--- src/rtl/alu_mp_sequencer_pkg.sv ---
// alu_mp_sequencer_pkg
//   Shared constants for the multi-precision ALU sequencer:
//   - ALUOP_* : 5-bit opcode encodings understood by the 8-bit ALU.
//   - ALUSEQ_ST_* : sequencer FSM state encodings.
package alu_mp_sequencer_pkg;

  typedef logic [4:0] aluop_t;

  // PD1 passes Data1 through without touching flags; it is the idle opcode.
  localparam aluop_t ALUOP_PD1 = 5'h00;
  localparam aluop_t ALUOP_ADD = 5'h01;
  localparam aluop_t ALUOP_SUB = 5'h02;
  localparam aluop_t ALUOP_INC = 5'h03;
  localparam aluop_t ALUOP_DEC = 5'h04;

  localparam logic [2:0] ALUSEQ_ST_IDLE = 3'd0;
  localparam logic [2:0] ALUSEQ_ST_OP   = 3'd1;
  localparam logic [2:0] ALUSEQ_ST_OPW  = 3'd2;
  localparam logic [2:0] ALUSEQ_ST_FIX  = 3'd3;
  localparam logic [2:0] ALUSEQ_ST_FIXW = 3'd4;
  localparam logic [2:0] ALUSEQ_ST_DONE = 3'd5;

endpackage

--- src/rtl/alu_mp_sequencer_if.sv ---
// alu_mp_sequencer_if
//   Bundles the request/response signals of the sequencer and its private
//   link to the 8-bit ALU.
//   Modports:
//     slave  : the sequencer (receives requests, drives the ALU).
//     master : control unit + ALU side (issues requests, returns ALU results).
//   Optional: `define ALUSEQ_OVF_EN adds the o_OF overflow flag.
interface alu_mp_sequencer_if #(
  parameter int MAX_BYTES = 4,
  parameter int LW        = 3
);
  localparam int W = 8 * MAX_BYTES;

  logic          i_Start;
  logic          i_Sub;
  logic [LW-1:0] i_Len;
  logic [W-1:0]  i_A;
  logic [W-1:0]  i_B;
  logic          o_Busy;
  logic          o_Done;
  logic [W-1:0]  o_Result;
  logic          o_C;
  logic          o_Z;
  logic          o_S;
`ifdef ALUSEQ_OVF_EN
  logic          o_OF;
`endif
  logic [4:0]    o_ALUOp;
  logic [7:0]    o_ALUData1;
  logic [7:0]    o_ALUData2;
  logic [7:0]    i_ALUResult;
  logic          i_ALUC;

  modport slave (
    input  i_Start, i_Sub, i_Len, i_A, i_B, i_ALUResult, i_ALUC,
    output o_Busy, o_Done, o_Result, o_C, o_Z, o_S,
`ifdef ALUSEQ_OVF_EN
    output o_OF,
`endif
    output o_ALUOp, o_ALUData1, o_ALUData2
  );

  modport master (
    output i_Start, i_Sub, i_Len, i_A, i_B, i_ALUResult, i_ALUC,
    input  o_Busy, o_Done, o_Result, o_C, o_Z, o_S,
`ifdef ALUSEQ_OVF_EN
    input  o_OF,
`endif
    input  o_ALUOp, o_ALUData1, o_ALUData2
  );

endinterface

--- src/rtl/alu_mp_sequencer.sv ---
// alu_mp_sequencer
//   Multi-precision ADD/SUB sequencer in front of the 8-bit ALU. A request of
//   up to MAX_BYTES bytes is run byte-serially, LSB first; carry/borrow from
//   the previous byte is folded in with a separate INC/DEC fix-up op. Every
//   ALU op takes an issue cycle (outputs registered) and a capture cycle.
//   Ports:
//     i_CLK  : clock, all state changes on posedge
//     i_RST  : asynchronous active-high reset
//     bus    : alu_mp_sequencer_if.slave
//              request  : i_Start, i_Sub, i_Len, i_A, i_B
//              response : o_Busy, o_Done, o_Result, o_C, o_Z, o_S [, o_OF]
//              ALU link : o_ALUOp, o_ALUData1, o_ALUData2, i_ALUResult, i_ALUC
//   Optional: `define ALUSEQ_OVF_EN adds the signed-overflow output o_OF.
module alu_mp_sequencer
  import alu_mp_sequencer_pkg::*;
#(
  parameter int MAX_BYTES = 4,
  parameter int LW        = 3
) (
  input logic               i_CLK,
  input logic               i_RST,
  alu_mp_sequencer_if.slave bus
);

  localparam int W = 8 * MAX_BYTES;

  function automatic logic [7:0] get_byte(input logic [W-1:0] w, input logic [LW-1:0] idx);
    return w[8*int'(idx) +: 8];
  endfunction

  function automatic logic [W-1:0] put_byte(input logic [W-1:0] w, input logic [LW-1:0] idx,
                                            input logic [7:0] b);
    logic [W-1:0] r;
    r = w;
    r[8*int'(idx) +: 8] = b;
    return r;
  endfunction

  // Zero or oversize lengths run the full width.
  function automatic logic [LW-1:0] clamp_len(input logic [LW-1:0] len);
    if (len == '0 || int'(len) > MAX_BYTES) return LW'(MAX_BYTES);
    return len;
  endfunction

  // Control / output state (reset)
  logic [2:0]    state_q, state_d;
  logic [LW-1:0] idx_q, idx_d;
  logic [LW-1:0] len_q, len_d;
  logic          sub_q, sub_d;
  logic          cy_q, cy_d;
  logic          zacc_q, zacc_d;
  aluop_t        aluop_q, aluop_d;
  logic [7:0]    d1_q, d1_d;
  logic [7:0]    d2_q, d2_d;
  logic          done_q, done_d;
  logic [W-1:0]  result_q, result_d;
  logic          c_q, c_d;
  logic          z_q, z_d;
  logic          s_q, s_d;
`ifdef ALUSEQ_OVF_EN
  logic          of_q, of_d;
  logic [7:0]    top_a, top_b;
`endif

  // Operand / working data (no reset; always reloaded on start)
  logic [W-1:0]  a_q, a_d;
  logic [W-1:0]  b_q, b_d;
  logic [W-1:0]  acc_q, acc_d;
  logic [7:0]    r_q, r_d;
  logic          c1_q, c1_d;

  logic          store_en;
  logic          last;
  logic [7:0]    top_r;

  always_comb begin
    state_d  = state_q;
    idx_d    = idx_q;
    len_d    = len_q;
    sub_d    = sub_q;
    cy_d     = cy_q;
    zacc_d   = zacc_q;
    aluop_d  = aluop_q;
    d1_d     = d1_q;
    d2_d     = d2_q;
    done_d   = 1'b0;
    result_d = result_q;
    c_d      = c_q;
    z_d      = z_q;
    s_d      = s_q;
    a_d      = a_q;
    b_d      = b_q;
    acc_d    = acc_q;
    r_d      = r_q;
    c1_d     = c1_q;
    store_en = 1'b0;
    last     = (idx_q == len_q - LW'(1));
    // In DONE idx_q still points at the most significant processed byte.
    top_r    = get_byte(acc_q, idx_q);
`ifdef ALUSEQ_OVF_EN
    of_d     = of_q;
    top_a    = get_byte(a_q, idx_q);
    top_b    = get_byte(b_q, idx_q);
`endif

    case (state_q)
      ALUSEQ_ST_IDLE: begin
        aluop_d = ALUOP_PD1;
        if (bus.i_Start) begin
          a_d     = bus.i_A;
          b_d     = bus.i_B;
          sub_d   = bus.i_Sub;
          len_d   = clamp_len(bus.i_Len);
          idx_d   = '0;
          cy_d    = 1'b0;
          zacc_d  = 1'b1;
          acc_d   = '0;
          state_d = ALUSEQ_ST_OP;
        end
      end
      ALUSEQ_ST_OP: begin
        aluop_d = sub_q ? ALUOP_SUB : ALUOP_ADD;
        d1_d    = get_byte(a_q, idx_q);
        d2_d    = get_byte(b_q, idx_q);
        state_d = ALUSEQ_ST_OPW;
      end
      ALUSEQ_ST_OPW: begin
        aluop_d = ALUOP_PD1;
        r_d     = bus.i_ALUResult;
        c1_d    = bus.i_ALUC;
        if (cy_q) begin
          state_d = ALUSEQ_ST_FIX;
        end else begin
          store_en = 1'b1;
          cy_d     = bus.i_ALUC;
        end
      end
      ALUSEQ_ST_FIX: begin
        aluop_d = sub_q ? ALUOP_DEC : ALUOP_INC;
        d1_d    = r_q;
        d2_d    = 8'h00;
        state_d = ALUSEQ_ST_FIXW;
      end
      ALUSEQ_ST_FIXW: begin
        aluop_d  = ALUOP_PD1;
        store_en = 1'b1;
        // The byte op and its fix-up can never both carry, so OR is exact.
        cy_d     = c1_q | bus.i_ALUC;
      end
      ALUSEQ_ST_DONE: begin
        done_d   = 1'b1;
        result_d = acc_q;
        c_d      = cy_q;
        z_d      = zacc_q;
        s_d      = top_r[7];
`ifdef ALUSEQ_OVF_EN
        if (sub_q) of_d = (top_a[7] != top_b[7]) && (top_r[7] != top_a[7]);
        else       of_d = (top_a[7] == top_b[7]) && (top_r[7] != top_a[7]);
`endif
        state_d  = ALUSEQ_ST_IDLE;
      end
      default: state_d = ALUSEQ_ST_IDLE;
    endcase

    // Byte commit and index advance, folded into the capture transition.
    if (store_en) begin
      acc_d  = put_byte(acc_q, idx_q, bus.i_ALUResult);
      zacc_d = zacc_q & (bus.i_ALUResult == 8'h00);
      if (last) begin
        state_d = ALUSEQ_ST_DONE;
      end else begin
        idx_d   = idx_q + LW'(1);
        state_d = ALUSEQ_ST_OP;
      end
    end
  end

  always_ff @(posedge i_CLK or posedge i_RST) begin
    if (i_RST) begin
      state_q  <= ALUSEQ_ST_IDLE;
      idx_q    <= '0;
      len_q    <= '0;
      sub_q    <= 1'b0;
      cy_q     <= 1'b0;
      zacc_q   <= 1'b0;
      aluop_q  <= ALUOP_PD1;
      d1_q     <= 8'h00;
      d2_q     <= 8'h00;
      done_q   <= 1'b0;
      result_q <= '0;
      c_q      <= 1'b0;
      z_q      <= 1'b0;
      s_q      <= 1'b0;
`ifdef ALUSEQ_OVF_EN
      of_q     <= 1'b0;
`endif
    end else begin
      state_q  <= state_d;
      idx_q    <= idx_d;
      len_q    <= len_d;
      sub_q    <= sub_d;
      cy_q     <= cy_d;
      zacc_q   <= zacc_d;
      aluop_q  <= aluop_d;
      d1_q     <= d1_d;
      d2_q     <= d2_d;
      done_q   <= done_d;
      result_q <= result_d;
      c_q      <= c_d;
      z_q      <= z_d;
      s_q      <= s_d;
`ifdef ALUSEQ_OVF_EN
      of_q     <= of_d;
`endif
    end
  end

  always_ff @(posedge i_CLK) begin
    a_q   <= a_d;
    b_q   <= b_d;
    acc_q <= acc_d;
    r_q   <= r_d;
    c1_q  <= c1_d;
  end

  assign bus.o_Busy     = (state_q != ALUSEQ_ST_IDLE);
  assign bus.o_Done     = done_q;
  assign bus.o_Result   = result_q;
  assign bus.o_C        = c_q;
  assign bus.o_Z        = z_q;
  assign bus.o_S        = s_q;
`ifdef ALUSEQ_OVF_EN
  assign bus.o_OF       = of_q;
`endif
  assign bus.o_ALUOp    = aluop_q;
  assign bus.o_ALUData1 = d1_q;
  assign bus.o_ALUData2 = d2_q;

endmodule

--- src/flat_wrapper.sv ---
// flat-port wrapper written by rule: the top's interface ports become plain ports
module alu_mp_sequencer_flat import alu_mp_sequencer_pkg::*;
#(
  parameter int MAX_BYTES = 4,
  parameter int LW        = 3
)
  (i_CLK, i_RST, bus_i_Start, bus_i_Sub, bus_i_Len, bus_i_A, bus_i_B, bus_i_ALUResult, bus_i_ALUC, bus_o_Busy, bus_o_Done, bus_o_Result, bus_o_C, bus_o_Z, bus_o_S, bus_o_ALUOp, bus_o_ALUData1, bus_o_ALUData2);
  alu_mp_sequencer_if #(.MAX_BYTES(MAX_BYTES), .LW(LW)) bus_i ();
  input logic i_CLK;
  input logic i_RST;
  input wire logic [$bits(bus_i.i_Start)-1:0] bus_i_Start;
  input wire logic [$bits(bus_i.i_Sub)-1:0] bus_i_Sub;
  input wire logic [$bits(bus_i.i_Len)-1:0] bus_i_Len;
  input wire logic [$bits(bus_i.i_A)-1:0] bus_i_A;
  input wire logic [$bits(bus_i.i_B)-1:0] bus_i_B;
  input wire logic [$bits(bus_i.i_ALUResult)-1:0] bus_i_ALUResult;
  input wire logic [$bits(bus_i.i_ALUC)-1:0] bus_i_ALUC;
  output wire logic [$bits(bus_i.o_Busy)-1:0] bus_o_Busy;
  output wire logic [$bits(bus_i.o_Done)-1:0] bus_o_Done;
  output wire logic [$bits(bus_i.o_Result)-1:0] bus_o_Result;
  output wire logic [$bits(bus_i.o_C)-1:0] bus_o_C;
  output wire logic [$bits(bus_i.o_Z)-1:0] bus_o_Z;
  output wire logic [$bits(bus_i.o_S)-1:0] bus_o_S;
  output wire logic [$bits(bus_i.o_ALUOp)-1:0] bus_o_ALUOp;
  output wire logic [$bits(bus_i.o_ALUData1)-1:0] bus_o_ALUData1;
  output wire logic [$bits(bus_i.o_ALUData2)-1:0] bus_o_ALUData2;
  assign bus_i.i_Start = bus_i_Start;
  assign bus_i.i_Sub = bus_i_Sub;
  assign bus_i.i_Len = bus_i_Len;
  assign bus_i.i_A = bus_i_A;
  assign bus_i.i_B = bus_i_B;
  assign bus_i.i_ALUResult = bus_i_ALUResult;
  assign bus_i.i_ALUC = bus_i_ALUC;
  assign bus_o_Busy = bus_i.o_Busy;
  assign bus_o_Done = bus_i.o_Done;
  assign bus_o_Result = bus_i.o_Result;
  assign bus_o_C = bus_i.o_C;
  assign bus_o_Z = bus_i.o_Z;
  assign bus_o_S = bus_i.o_S;
  assign bus_o_ALUOp = bus_i.o_ALUOp;
  assign bus_o_ALUData1 = bus_i.o_ALUData1;
  assign bus_o_ALUData2 = bus_i.o_ALUData2;
  alu_mp_sequencer #(.MAX_BYTES(MAX_BYTES), .LW(LW)) u_core (.i_CLK(i_CLK), .i_RST(i_RST), .bus(bus_i));
endmodule
--- config.mk ---
export PLATFORM = sky130hd
export DESIGN_NAME = alu_mp_sequencer_flat
export DESIGN_NICKNAME = d
export VERILOG_FILES = /design/src/rtl/alu_mp_sequencer_pkg.sv /design/src/rtl/alu_mp_sequencer_if.sv /design/src/rtl/alu_mp_sequencer.sv /design/src/flat_wrapper.sv
export SDC_FILE = /design/constraint.sdc
export NUM_CORES = 1
export LEC_CHECK = 0
export CAP_MARGIN = 20
export CORE_MARGIN = 3
export CORE_UTILIZATION = 52
export DETAILED_ROUTE_END_ITERATION = 7
export GPL_ROUTABILITY_DRIVEN = 0
export PLACE_DENSITY_LB_ADDON = 0.1
export SYNTH_ARGS = -nofsm -noshare
export SYNTH_HDL_FRONTEND = slang
export SYNTH_SLANG_ARGS = --single-unit
--- constraint.sdc ---
create_clock -name i_CLK -period 3.1 [get_ports i_CLK]
set_clock_uncertainty 0.1 [all_clocks]
set_input_delay 0.62 -clock i_CLK [delete_from_list [all_inputs] [get_ports i_CLK]]
set_output_delay 0.62 -clock i_CLK [all_outputs]
set_load 0.05 [all_outputs]
; ---- Yosys cells after proc, flatten, opt, wreduce, memory -nomap -nowiden
; Index checks and enable logic that the tools add are counted.
[classes]
add_sub_neg = 3
multipliers = 0
n_div = 0
n_lt_le_gt_ge = 1
eq_ne = 10
shift = 5
n_mux = 32
bitwise = 2
reduce_logical = 15
[op_table]
columns = op, count
row1 = 32-bit 2-to-1 mux, 3
row2 = 32-bit by 7-bit indexed part select with 8-bit output, 3
row3 = 3-bit 2-to-1 mux, 11
row4 = 6-bit negation with 33-bit output, 1
row5 = "8-bit by 33-bit variable shift with 32-bit output, first input constant", 1
row6 = 8-bit by 33-bit indexed part select with 32-bit output, 1
row7 = 32-bit bitwise mux, 1
row8 = 8-bit case mux with 2 select lines, 2
row9 = 3-bit case mux with 5 select lines, 1
row10 = 5-bit case mux with 3 select lines, 1
row11 = 1-bit 2-to-1 mux, 10
row12 = 3-bit nonzero test, 3
row13 = 8-bit zero test, 1
row14 = "3-bit by 2-bit == test with 1-bit output, second input constant", 2
row15 = "3-bit == test, second input constant", 2
row16 = 3-bit zero test, 2
row17 = 2-bit AND reduction, 3
row18 = 2-bit nonzero test, 3
row19 = "3-bit by 1-bit adder with 3-bit output, second input constant", 1
row20 = "3-bit by 1-bit == test with 1-bit output, second input constant", 1
row21 = 3-bit == test, 1
row22 = "3-bit > comparator, second input constant", 1
row23 = "3-bit by 1-bit != test with 1-bit output, second input constant", 1
row24 = "3-bit by 2-bit != test with 1-bit output, second input constant", 1
row25 = other kinds (11), 11
[totals]
regBits = 174
latchBits = 0
ram_bits = 0
rom_bits = 0
inputBits = 80
output_inout_bits = 58
wordCells = 87
n_memories = 0

; ---- Logic depth before layout (Yosys ltp)
; Gate-level depths: netlist of run 1.
[logic_depth]
depth_word = 6
ltp_mapped = 10
ltp_nobuf = 7

; ---- Least setup slack after synthesis of run 1
; OpenSTA, ideal clock, no wires.
[synth_path]
kind = register -> register
startpoint = reg u_core.state_q[0]
endpoint = reg u_core.a_q[0] (enable)
arrival_ns = 2.237
required_ns = 2.581
path_slack_ns = 0.344
stages_incl_launch_ff = 5
n_path_buf = 1
synth_period_minus_slack_ns = 2.756
cell_sequence = dfrtp_1 -> buf_2 -> nor3_4 -> nand2_1 -> inv_1
[synth_via]
elab_chain_len = 2
[synth_lines]
columns = item, line
row1 = start: declaration, alu_mp_sequencer.sv:46  ; logic [2:0] state_q, state_d;
row2 = start signal: assignment, alu_mp_sequencer.sv:198  ; state_q <= state_d;
row3 = 3-bit zero test, -
row4 = 2-bit AND reduction (no line), -
row5 = end signal: assignment, alu_mp_sequencer.sv:219  ; a_q <= a_d;
row6 = end: declaration, alu_mp_sequencer.sv:66  ; logic [W-1:0] a_q, a_d;
; Every way passes these cells.
; A chain may end at the register's enable or synchronous reset.

; ---- Worst setup path in the final report of run 1
[layout_path]
startpoint = reg u_core.state_q[0]
endpoint = out bus_o_Busy
[layout_via]
elab_chain_len = 1
[layout_lines]
columns = item, line
row1 = 3-bit nonzero test, alu_mp_sequencer.sv:226  ; assign bus.o_Busy = (state_q != ALUSEQ_ST_IDLE);
row2 = end: declaration, flat_wrapper.sv:18  ; output wire logic [$bits(bus_i.o_Busy)-1:0] bus_o_Busy;
; Every way passes these cells.

==> flow_summary.toml, run 1 <==
[clocking]
root_buffer = "clkbuf_16"
clock-sinks = 172
cts_buffer_depth = 2
cts_buffers = 17
cts_tree = "done"
cts_setup_buffers = 0
insertion_delay_ns = 0.42
ctsResizeCount = 0
htreeDepth = 4
clk_pin_slew_worst_paths_ns = 0.06
ctsHoldBuffers = 0

[synth]
synth_commonest_cells = "105 x edfxtp_1, 67 x dfrtp_1, 44 x nand2_1, 34 x mux2_2, 29 x nor2_1"
synth_top_area_share_pct = 45.00
synth_area_leader_cell = "edfxtp_1"
synth-edff-count = 105
ys_types = 50
postSynth.asyncResetShare_pct = 38.95
netlist_instances = 454
synth.area.top_cells = "edfxtp_1 45%, dfrtp_1 24%, mux2_2 5.5%, mux4_2 5.5%, mux2i_1 3.4%"
synth_ff_type = "edfxtp_1"
synth_area_um2 = 7007
synth_area_per_cell_um2 = 15.43
synth_seq_cells = 172
yosysSeqAreaShare_pct = 68.93
yosys_warnings = 0
synth_most_common_cell = "edfxtp_1"

[min_path]
hp-class = "reg2reg"

[power]
power_mw = 10.06
powerDensity_nw_per_um2 = 1109
vdd_drop_max_mv = 0.6291
leakagePower_nw = 3.506

[critical_path]
end_kind = "output port"
critPathLaunchType = "flip-flop"
crit_type = "reg2out"
cp_max_fo = 11
required_ns = 2.38
cp.arrival_ns = 2.02

[detailed_routing]
drt_wl_total_mm = 14.35
dr.pass1.iters = 5
ant_nets = 0
drtIter0Drc = 334
drc = 0
vias_per_cell = 5.342
vias = 4167
wl_per_cell_um = 18.40

[sta]
slew_viol_final = 0
setup_viol = 0
tns_ns = 0
rsz0062_at_grt = "no"
worstMarginPinSlew_ns = 1.006
max_freq_ghz = 0.3649
hold_viol = 0
max_slew_margin_pct = 32.96
fin_crit_sh_pct = 88.41
period_minus_slack_ns = 2.741

[global_route]
antenna_found_initial = 0
grt_max_degree = 53
grt_pass1_wl_mm = 22.38
overflow = 0
grtUsageTotal_pct = 20.28
grt_pass1_vias = 4360

[final_layout]
area_growth_pct = 29.36
fin_area_um2 = 9064
fillers = 868
final_core_util_pct = 70.39
instances_no_fill = 780
regArea_um2 = 4831
multi_input_area_um2 = 1961
diodes = 0
final_net_count = 680
drive_gt1_share_pct = 17.43

[placement]
place_area_um2 = 8521
port_buffers = 135
dpl.hpwl_mm = 9.658
dp.cells = 748

[status]
status = "finished clean"

[floorplanning]
die_h_um = 122.1
core_um2 = 12880
ios = 138
rows = 41
die_w_um = 122.1
start_util_pct = 54.42
die_area_um2 = 14900

[run]
maxCapViolations = 0
==> report_power, final <==
part	switching, mW	internal [mW]
clock	0.846	1.11
combinational	2.58	1.58
sequential	0.458	3.47
==> cell families after synthesis <==
| kind of cell | Yosys count | synth area share [%] |
|---|---|---|
| XOR/XNOR | 5 | 0.8215 |
| other | 1 | 0.05352 |
| buffers and inverters | 44 | 3.268 |
| AND/OR/NAND/NOR | 95 | 6.786 |
| AO/OA/AOI/OAI | 56 | 4.679 |
| multiplexers | 76 | 14.57 |
| adder cells (fa/ha/maj) | 5 | 0.8929 |
| flip-flops | 172 | 68.93 |
==> flip-flops by register name, summed over array words and instances, names as in the netlist <==
name	flops
u_core.a_q	32
u_core.acc_q	32
u_core.b_q	32
u_core.bus.o_ALUData1	8
u_core.bus.o_ALUData2	8
u_core.bus.o_ALUOp	3
u_core.bus.o_C	1
u_core.bus.o_Done	1
u_core.bus.o_Result	32
u_core.bus.o_S	1
u_core.bus.o_Z	1
u_core.c1_q	1
u_core.cy_q	1
u_core.idx_q	3
u_core.len_q	3
u_core.r_q	8
u_core.state_q	3
u_core.sub_q	1
u_core.zacc_q	1
==> layer usage <==
metal  GRT usage, %  routed length [um]
met1          26.79                6131
met2          32.49                7148
met3          5.339                 819
met4          7.908                 254
met5              0                   0
==> worst max-delay path: stages (launching register included) <==
cell	delay, ns
dfrtp_1	0.51
nor3_4	0.30
inv_1	0.08
clkdlybuf4s50_1	0.70
==> path summary, 6_finish.rpt <==
kind	slack [ns]	start	to	depth (start not counted)
worst min-delay path	0.38	u_core.bus.o_ALUData2[7]$_DFFE_PP0P_	u_core.bus.o_ALUData2[7]$_DFFE_PP0P_	2
worst max-delay path	0.36	u_core.state_q[0]$_DFFE_PP0P_	bus_o_Busy	3
worst max register to register	0.80	u_core.state_q[1]$_DFFE_PP0P_	u_core.bus.o_Result[0]$_DFFE_PP0P_	4
max in group asynchronous	1.69	i_RST	u_core.bus.o_Done$_DFF_PP0_	3
min in group asynchronous	0.43	i_RST	u_core.bus.o_ALUData2[5]$_DFFE_PP0P_	2
worst min register to register	0.38	u_core.bus.o_ALUData2[7]$_DFFE_PP0P_	u_core.bus.o_ALUData2[7]$_DFFE_PP0P_	2
==> final cells by class <==
| cell class | count | share of cell area [%] |
|---|---|---|
| clock buffers | 19 | 4.887 |
| multi-input cells | 239 | 21.63 |
| well taps | 172 | 2.374 |
| clock inverters | 13 | 1.104 |
| repair buffers | 145 | 15.88 |
| flip-flops and latches | 172 | 53.30 |
| inverters | 20 | 0.8283 |
==> cells in the final DEF, fill, tap and decap left out, drive strengths merged, types with 3 or more instances in the layout <==
cell and count:
edfxtp 105, mux2i 24, dfrtp 67, clkbuf 19, a21oi 14, mux2 35, clkinvlp 3, clkinv 8
buf 10, a22oi 8, o21ai 25, inv 21, clkdlybuf4s50 135, nand2 44, ha 5, mux4 17
nor3 3, nor2 29
==> stage by stage <==
step	hold WS (ns)	setup WS (ns)
after floorplan	0.3607	0.3439
after global placement	0.3618	0.6397
after detailed placement	0.3752	0.5623
after CTS	0.3886	0.3288
after global routing	0.4182	0.2522
final	0.3800	0.3594
(Power assumes the default switching activity.)
==> inputs of run 2 (changes only) <==
ABC_AREA = 1   (was not set)
==> run 2 against run 1 <==
Core utilization rose by 0.45 points. Die area fell by 0.38%. Count of clock-buffer cells in the layout rose by 1. Setup slack improved by 0.14 ns. Global-route usage rose by 1.9 points. Wire length rose by 7.8%. Register-to-register slack got worse by 0.21 ns. Synthesized cell count rose by 39%. Total power rose by 4.0%. Sequential share of layout area fell by 0.35 points. Cell count rose by 22%.
==> flow_summary.toml, run 2 <==
[detailed_routing]
wl_per_cell_um = 16.25
vias_per_cell = 5.285
vias = 5031
drtIter0Drc = 417
drc = 0
drt_wl_total_mm = 15.47
ant_nets = 0
dr.pass1.iters = 5

[synth]
synth_most_common_cell = "nand2_1"
synth_top_area_share_pct = 45.18
ys_types = 31
synth_seq_cells = 172
synth_area_per_cell_um2 = 11.10
synth_area_leader_cell = "edfxtp_1"
synth-edff-count = 105
postSynth.asyncResetShare_pct = 38.95
synth.area.top_cells = "edfxtp_1 45%, dfrtp_1 24%, nand2_1 7.2%, o21ai_0 5.2%, nor2_1 3.1%"
synth_area_um2 = 6979
netlist_instances = 629
synth_ff_type = "edfxtp_1"
yosysSeqAreaShare_pct = 69.20
yosys_warnings = 0
synth_commonest_cells = "134 x nand2_1, 105 x edfxtp_1, 72 x o21ai_0, 67 x dfrtp_1, 58 x nor2_1"

[run]
maxCapViolations = 0

[status]
status = "finished clean"

[sta]
worstMarginPinSlew_ns = 0.6423
max_freq_ghz = 0.3844
setup_viol = 0
slew_viol_final = 0
rsz0062_at_grt = "no"
period_minus_slack_ns = 2.601
max_slew_margin_pct = 57.18
fin_crit_sh_pct = 83.91
tns_ns = 0
hold_viol = 0

[final_layout]
layout_common_cells = "135 x clkdlybuf4s50_1, 134 x nand2_1, 105 x edfxtp_1, 72 x o21ai_0, 67 x dfrtp_1"
diodes = 0
final_net_count = 852
layout_commonest_cell = "clkdlybuf4s50_1"
fillers = 927
area_growth_pct = 30.69
drive_gt1_share_pct = 8.333

[global_route]
overflow = 0
antenna_found_initial = 0
grt_pass1_vias = 5074
grt_max_degree = 63
grtUsageTotal_pct = 22.21
grt_pass1_wl_mm = 25.10

[critical_path]
crit_type = "reg2out"
required_ns = 2.38
reg2reg_to = "u_core.acc_q[2]$_SDFFCE_PN0P_"
r2r_start = "u_core.idx_q[1]$_DFF_PP0_"
reg2regPathDepth = 8
cp.arrival_ns = 1.88
end_kind = "output port"
critPathLaunchType = "flip-flop"
reg2reg_slack_ns = 0.59
cp_max_fo = 6

[power]
power_mw = 10.45
intPower_mw = 6.293
vdd_drop_max_mv = 0.4452
leakagePower_nw = 3.703
power_frac_comb_pct = 40.6
swShare_pct = 39.80
p_sw_mw = 4.160
powerDensity_nw_per_um2 = 1146
seqPwrFrac_pct = 36.7
p_clk_share_pct = 22.7

[clocking]
cts_setup_buffers = 0
cts_tree = "done"
clock-sinks = 172
ctsHoldBuffers = 0
htreeDepth = 4
cts_buffer_depth = 2
clk_pin_slew_worst_paths_ns = 0.06
cts_buffers = 17
ctsResizeCount = 0
root_buffer = "clkbuf_16"
insertion_delay_ns = 0.42

[floorplanning]
die_h_um = 121.9
die_w_um = 121.9
die_area_um2 = 14850
rows = 41
start_util_pct = 54.20
core_um2 = 12880
ios = 138

[min_path]
holdPathEnd = "u_core.bus.o_Result[11]$_DFFE_PP0P_"
worstHoldStart = "u_core.bus.o_Result[11]$_DFFE_PP0P_"
hp-class = "reg2reg"
whs_path_depth = 2

[placement]
port_buffers = 135
dpl.hpwl_mm = 10.32
## run 2: cell count changes after synthesis, moves of 8 or more
cell and delta:
nor2_1 +29, inv_1 +28, nand2_1 +90, mux2_2 -34, o22ai_1 +15, o21ai_2 +12, o21ai_0 +48, a21oi_1 +15
nand3_1 +16, mux4_2 -17, o21ai_1 +19, mux2i_1 -24, a22oi_1 -8
## run 2: layer usage
| layer | GRT usage [%] | part of all wire (%) |
|---|---|---|
| met1 | 29.06 | 42 |
| met2 | 35.01 | 48 |
| met3 | 6.221 | 7.4 |
| met4 | 9.734 | 1.9 |
| met5 | 0 | 0 |
## run 2: layout make-up
class	count	area, um2	area share, %
multi-input cells	379	1788	19.60
well taps	172	215.2	2.359
clock buffers	20	446.7	4.897
clock inverters	12	217.7	2.387
flip-flops and latches	172	4830	52.95
repair buffers	145	1426	15.64
inverters	52	197.7	2.167
## run 2: worst max path at each step
| stage | slack (ns) | startpoint | endpoint |
|---|---|---|---|
| detailed placement | 0.62 | u_core.idx_q[1]$_DFF_PP0_ | u_core.acc_q[2]$_SDFFCE_PN0P_ |
| global route | 0.30 | u_core.idx_q[1]$_DFF_PP0_ | u_core.acc_q[5]$_SDFFCE_PN0P_ |
| global placement | 0.75 | bus_i_Start | u_core.b_q[12]$_DFFE_PP_ |
| finish | 0.50 | u_core.state_q[1]$_DFFE_PP0P_ | bus_o_Busy |
| CTS | 0.48 | u_core.state_q[1]$_DFFE_PP0P_ | bus_o_Busy |
| floorplan | 0.70 | i_RST | u_core.bus.o_ALUData1[0]$_DFFE_PP0P_ |
## run 2: stage by stage
| step | hold WS, ns | util, % | worst slack (ns) | cell area, um2 | cells |
|---|---|---|---|---|---|
| floorplan | 0.3417 | - | 0.6968 | 6983 | 630 |
| global placement | 0.3518 | 65.68 | 0.7480 | 8457 | 920 |
| detailed placement | 0.3598 | 65.68 | 0.6199 | 8457 | 920 |
| CTS | 0.3753 | 70.84 | 0.4808 | 9121 | 952 |
| global route | 0.3876 | 70.84 | 0.2989 | 9121 | 952 |
| finish | 0.3685 | 70.84 | 0.4988 | 9121 | 952 |
## run 2: cells by family (layout without fill, tap and decap cells)
kind of cell	count (synthesis)	in the layout	synth area share, %
adders and majority gates	5	5	0.8964
DFF	172	172	69.20
xor gates and xnor gates	1	1	0.1255
and+or+nand+nor	219	219	12.55
AOI/OAI and AO/OA	152	152	11.94
buffers and inverters	79	229	5.235
other	1	2	0.05373
## run 2: power groups by stage
| stage | Clock [mW] | Sequential, mW | Combinational [mW] |
|---|---|---|---|
| after CTS | 2.40 | 3.84 | 4.28 |
| after global placement | 0 | 3.84 | 4.14 |
| after floorplan | 0 | 4.91 | 1.85 |
| final | 2.37 | 3.84 | 4.24 |
| after detailed placement | 0 | 3.87 | 4.24 |
| after global routing | 2.52 | 3.93 | 4.64 |
## run 2: critical path: stages (launching register included)
cell and delay (ns):
dfrtp_1 0.49, nor2_2 0.10, nand2_1 0.07, clkdlybuf4s50_1 0.80
==> inputs of run 3 (changes only) <==
CORE_UTILIZATION = 47   (was 52)
clock period = 2.2 ns   (was 3.1 ns; I/O delays follow)
==> run 3 against run 2 <==
Highest routed layer unchanged. First-iteration DRC count down 12%. Sequential power up 41%. Critical endpoint is now bus_o_ALUData1[3]. Count of clock-buffer cells in the layout up 2. Design area about the same. Sequential share of layout area about the same. Register-to-register slack worse by 0.37 ns. Total power up 36%. Sequential cell count unchanged.
==> flow_summary.toml, run 3 (synthesis results as in run 2) <==
[critical_path]
critPathTopFamily = "buffers and inverters"
crit_chain = "clkdlybuf4s50_1"
max_stage_delay_ns = 0.81
reg2reg_slack_ns = 0.22
cp.buffers_inverters = 1
critPathLaunchType = "flip-flop"
crit_slowest_cell = "clkdlybuf4s50_1"
crit_type = "reg2out"
cp.arrival_ns = 1.62
end_kind = "output port"
reg2reg_to = "u_core.acc_q[14]$_SDFFCE_PN0P_"
required_ns = 1.66
r2r_start = "u_core.idx_q[0]$_DFF_PP0_"
cp_max_fo = 2
reg2regPathDepth = 9

[sta]
holdWs_ns = 0.3726
period_minus_slack_ns = 2.157
rsz0062_at_grt = "no"
worstMarginPinSlew_ns = 0.5768
max_freq_ghz = 0.4637
fin_crit_sh_pct = 98.03
slew_viol_final = 0
max_slew_margin_pct = 61.48
worst_slack_ns = 0.04331
setup_viol = 0
tns_ns = 0
hold_viol = 0

[clocking]
insertion_delay_ns = 0.42
ctsHoldBuffers = 0
clock-sinks = 172
root_buffer = "clkbuf_16"
clk_pin_slew_worst_paths_ns = 0.06
htreeDepth = 4
cts_buffer_depth = 2
cts_buffers = 17
cts_tree = "done"

[final_layout]
layout_common_cells = "133 x nand2_1, 122 x clkdlybuf4s50_1, 105 x edfxtp_1, 72 x o21ai_0, 67 x dfrtp_1"
area_growth_pct = 30.78
layout_commonest_cell = "nand2_1"
drive_gt1_share_pct = 8.790
fillers = 1166
regArea_um2 = 4830
multi_input_area_um2 = 1790
diodes = 0
final_net_count = 857

[floorplanning]
start_util_pct = 49.14
rows = 43
core_um2 = 14200
die_h_um = 127.9
ios = 138
die_w_um = 127.9
die_area_um2 = 16350

[min_path]
whs_path_depth = 2
holdPathEnd = "u_core.bus.o_Result[11]$_DFFE_PP0P_"
hp-class = "reg2reg"
worstHoldStart = "u_core.bus.o_Result[11]$_DFFE_PP0P_"

[global_route]
overflow = 0
grt_pass1_vias = 5121
grt_pass1_wl_mm = 25.12
grtUsageTotal_pct = 19.89
antenna_found_initial = 0
grt_max_degree = 68

[detailed_routing]
drtIter0Drc = 366
wl_per_cell_um = 16.11
drt_wl_total_mm = 15.55
vias = 4917
dr.pass1.iters = 4
vias_per_cell = 5.095
drc = 0
ant_nets = 0

[power]
powerDensity_nw_per_um2 = 1559
vdd_drop_max_mv = 0.7910
leakagePower_nw = 3.811

[placement]
port_buffers = 135
dpl.hpwl_mm = 10.39
place_ws_ns = 0.2017

[run]
maxCapViolations = 0

[status]
status = "finished clean"
-- run 3: cell types whose count changed in the layout (fill, tap and decap cells not counted), sizes merged --
| cell | change |
|---|---|
| buf | +8 |
| clkbuf | +2 |
| clkinv | +2 |
| dlymetal6s2s | +10 |
| clkinvlp | +2 |
| bufinv | -5 |
| clkdlybuf4s50 | -13 |
| inv | -1 |
-- run 3: area by class of cell --
cell class / count / share of cell area [%]
multi-input combinational: 379 / 19.62
tap: 180 / 2.467
inverter: 52 / 2.207
timing repair buffer: 150 / 16.92
sequential: 172 / 52.91
clock inverter: 10 / 0.7951
clock buffer: 22 / 5.086
-- run 3: metrics by stage --
stage / std cells / area (um2) / utilization [%] / total power [mW]
final: 965 / 9128 / 64.26 / 14.23
after detailed placement: 933 / 8563 / 60.29 / 11.59
after global placement: 933 / 8563 / 60.29 / 11.41
after global routing: 965 / 9128 / 64.26 / 15.15
after CTS: 965 / 9100 / 64.07 / 14.38
after floorplan: 630 / 6989 / - / 9.536
-- run 3: metal layers --
layer | up-vias | share of wire (%) | routed length, um | GRT usage [%]
met4 | 0 | 1.6 | 243 | 7.241
li1 | 2418 | - | - | -
met1 | 2318 | 42 | 6520 | 25.25
met5 | - | 0 | 0 | 0
met2 | 164 | 48 | 7511 | 31.61
met3 | 17 | 8.2 | 1270 | 7.167
-- run 3: worst max-delay path by stage --
| stage | start | to | slack (ns) | depth (start not counted) |
|---|---|---|---|---|
| floorplan | u_core.idx_q[1]$_DFF_PP0_ | u_core.acc_q[6]$_SDFFCE_PN0P_ | 0.005 | 10 |
| global placement | u_core.idx_q[0]$_DFF_PP0_ | u_core.acc_q[21]$_SDFFCE_PN0P_ | 0.30 | 8 |
| detailed placement | u_core.idx_q[0]$_DFF_PP0_ | u_core.acc_q[21]$_SDFFCE_PN0P_ | 0.20 | 8 |
| CTS | u_core.bus.o_ALUData2[1]$_DFFE_PP0P_ | bus_o_ALUData2[1] | 0.01 | 1 |
| global route | u_core.bus.o_S$_DFFE_PP0P_ | bus_o_S | 0.006 | 1 |
| finish | u_core.bus.o_ALUData1[3]$_DFFE_PP0P_ | bus_o_ALUData1[3] | 0.04 | 1 |
-- run 3: what timing repair did --
action	4_1_cts	5_1_grt
gates resized for setup	0	11
buffers inserted	0	0
endpoints found under the setup margin	0	14
-- run 3: where the power goes --
group          leakage (nW)  internal, mW  switching (mW)
Combinational          1.69          1.92            4.16
Clock                 0.264          1.59            1.14
Sequential             1.85          4.89           0.522
Total                  3.81          8.40            5.83
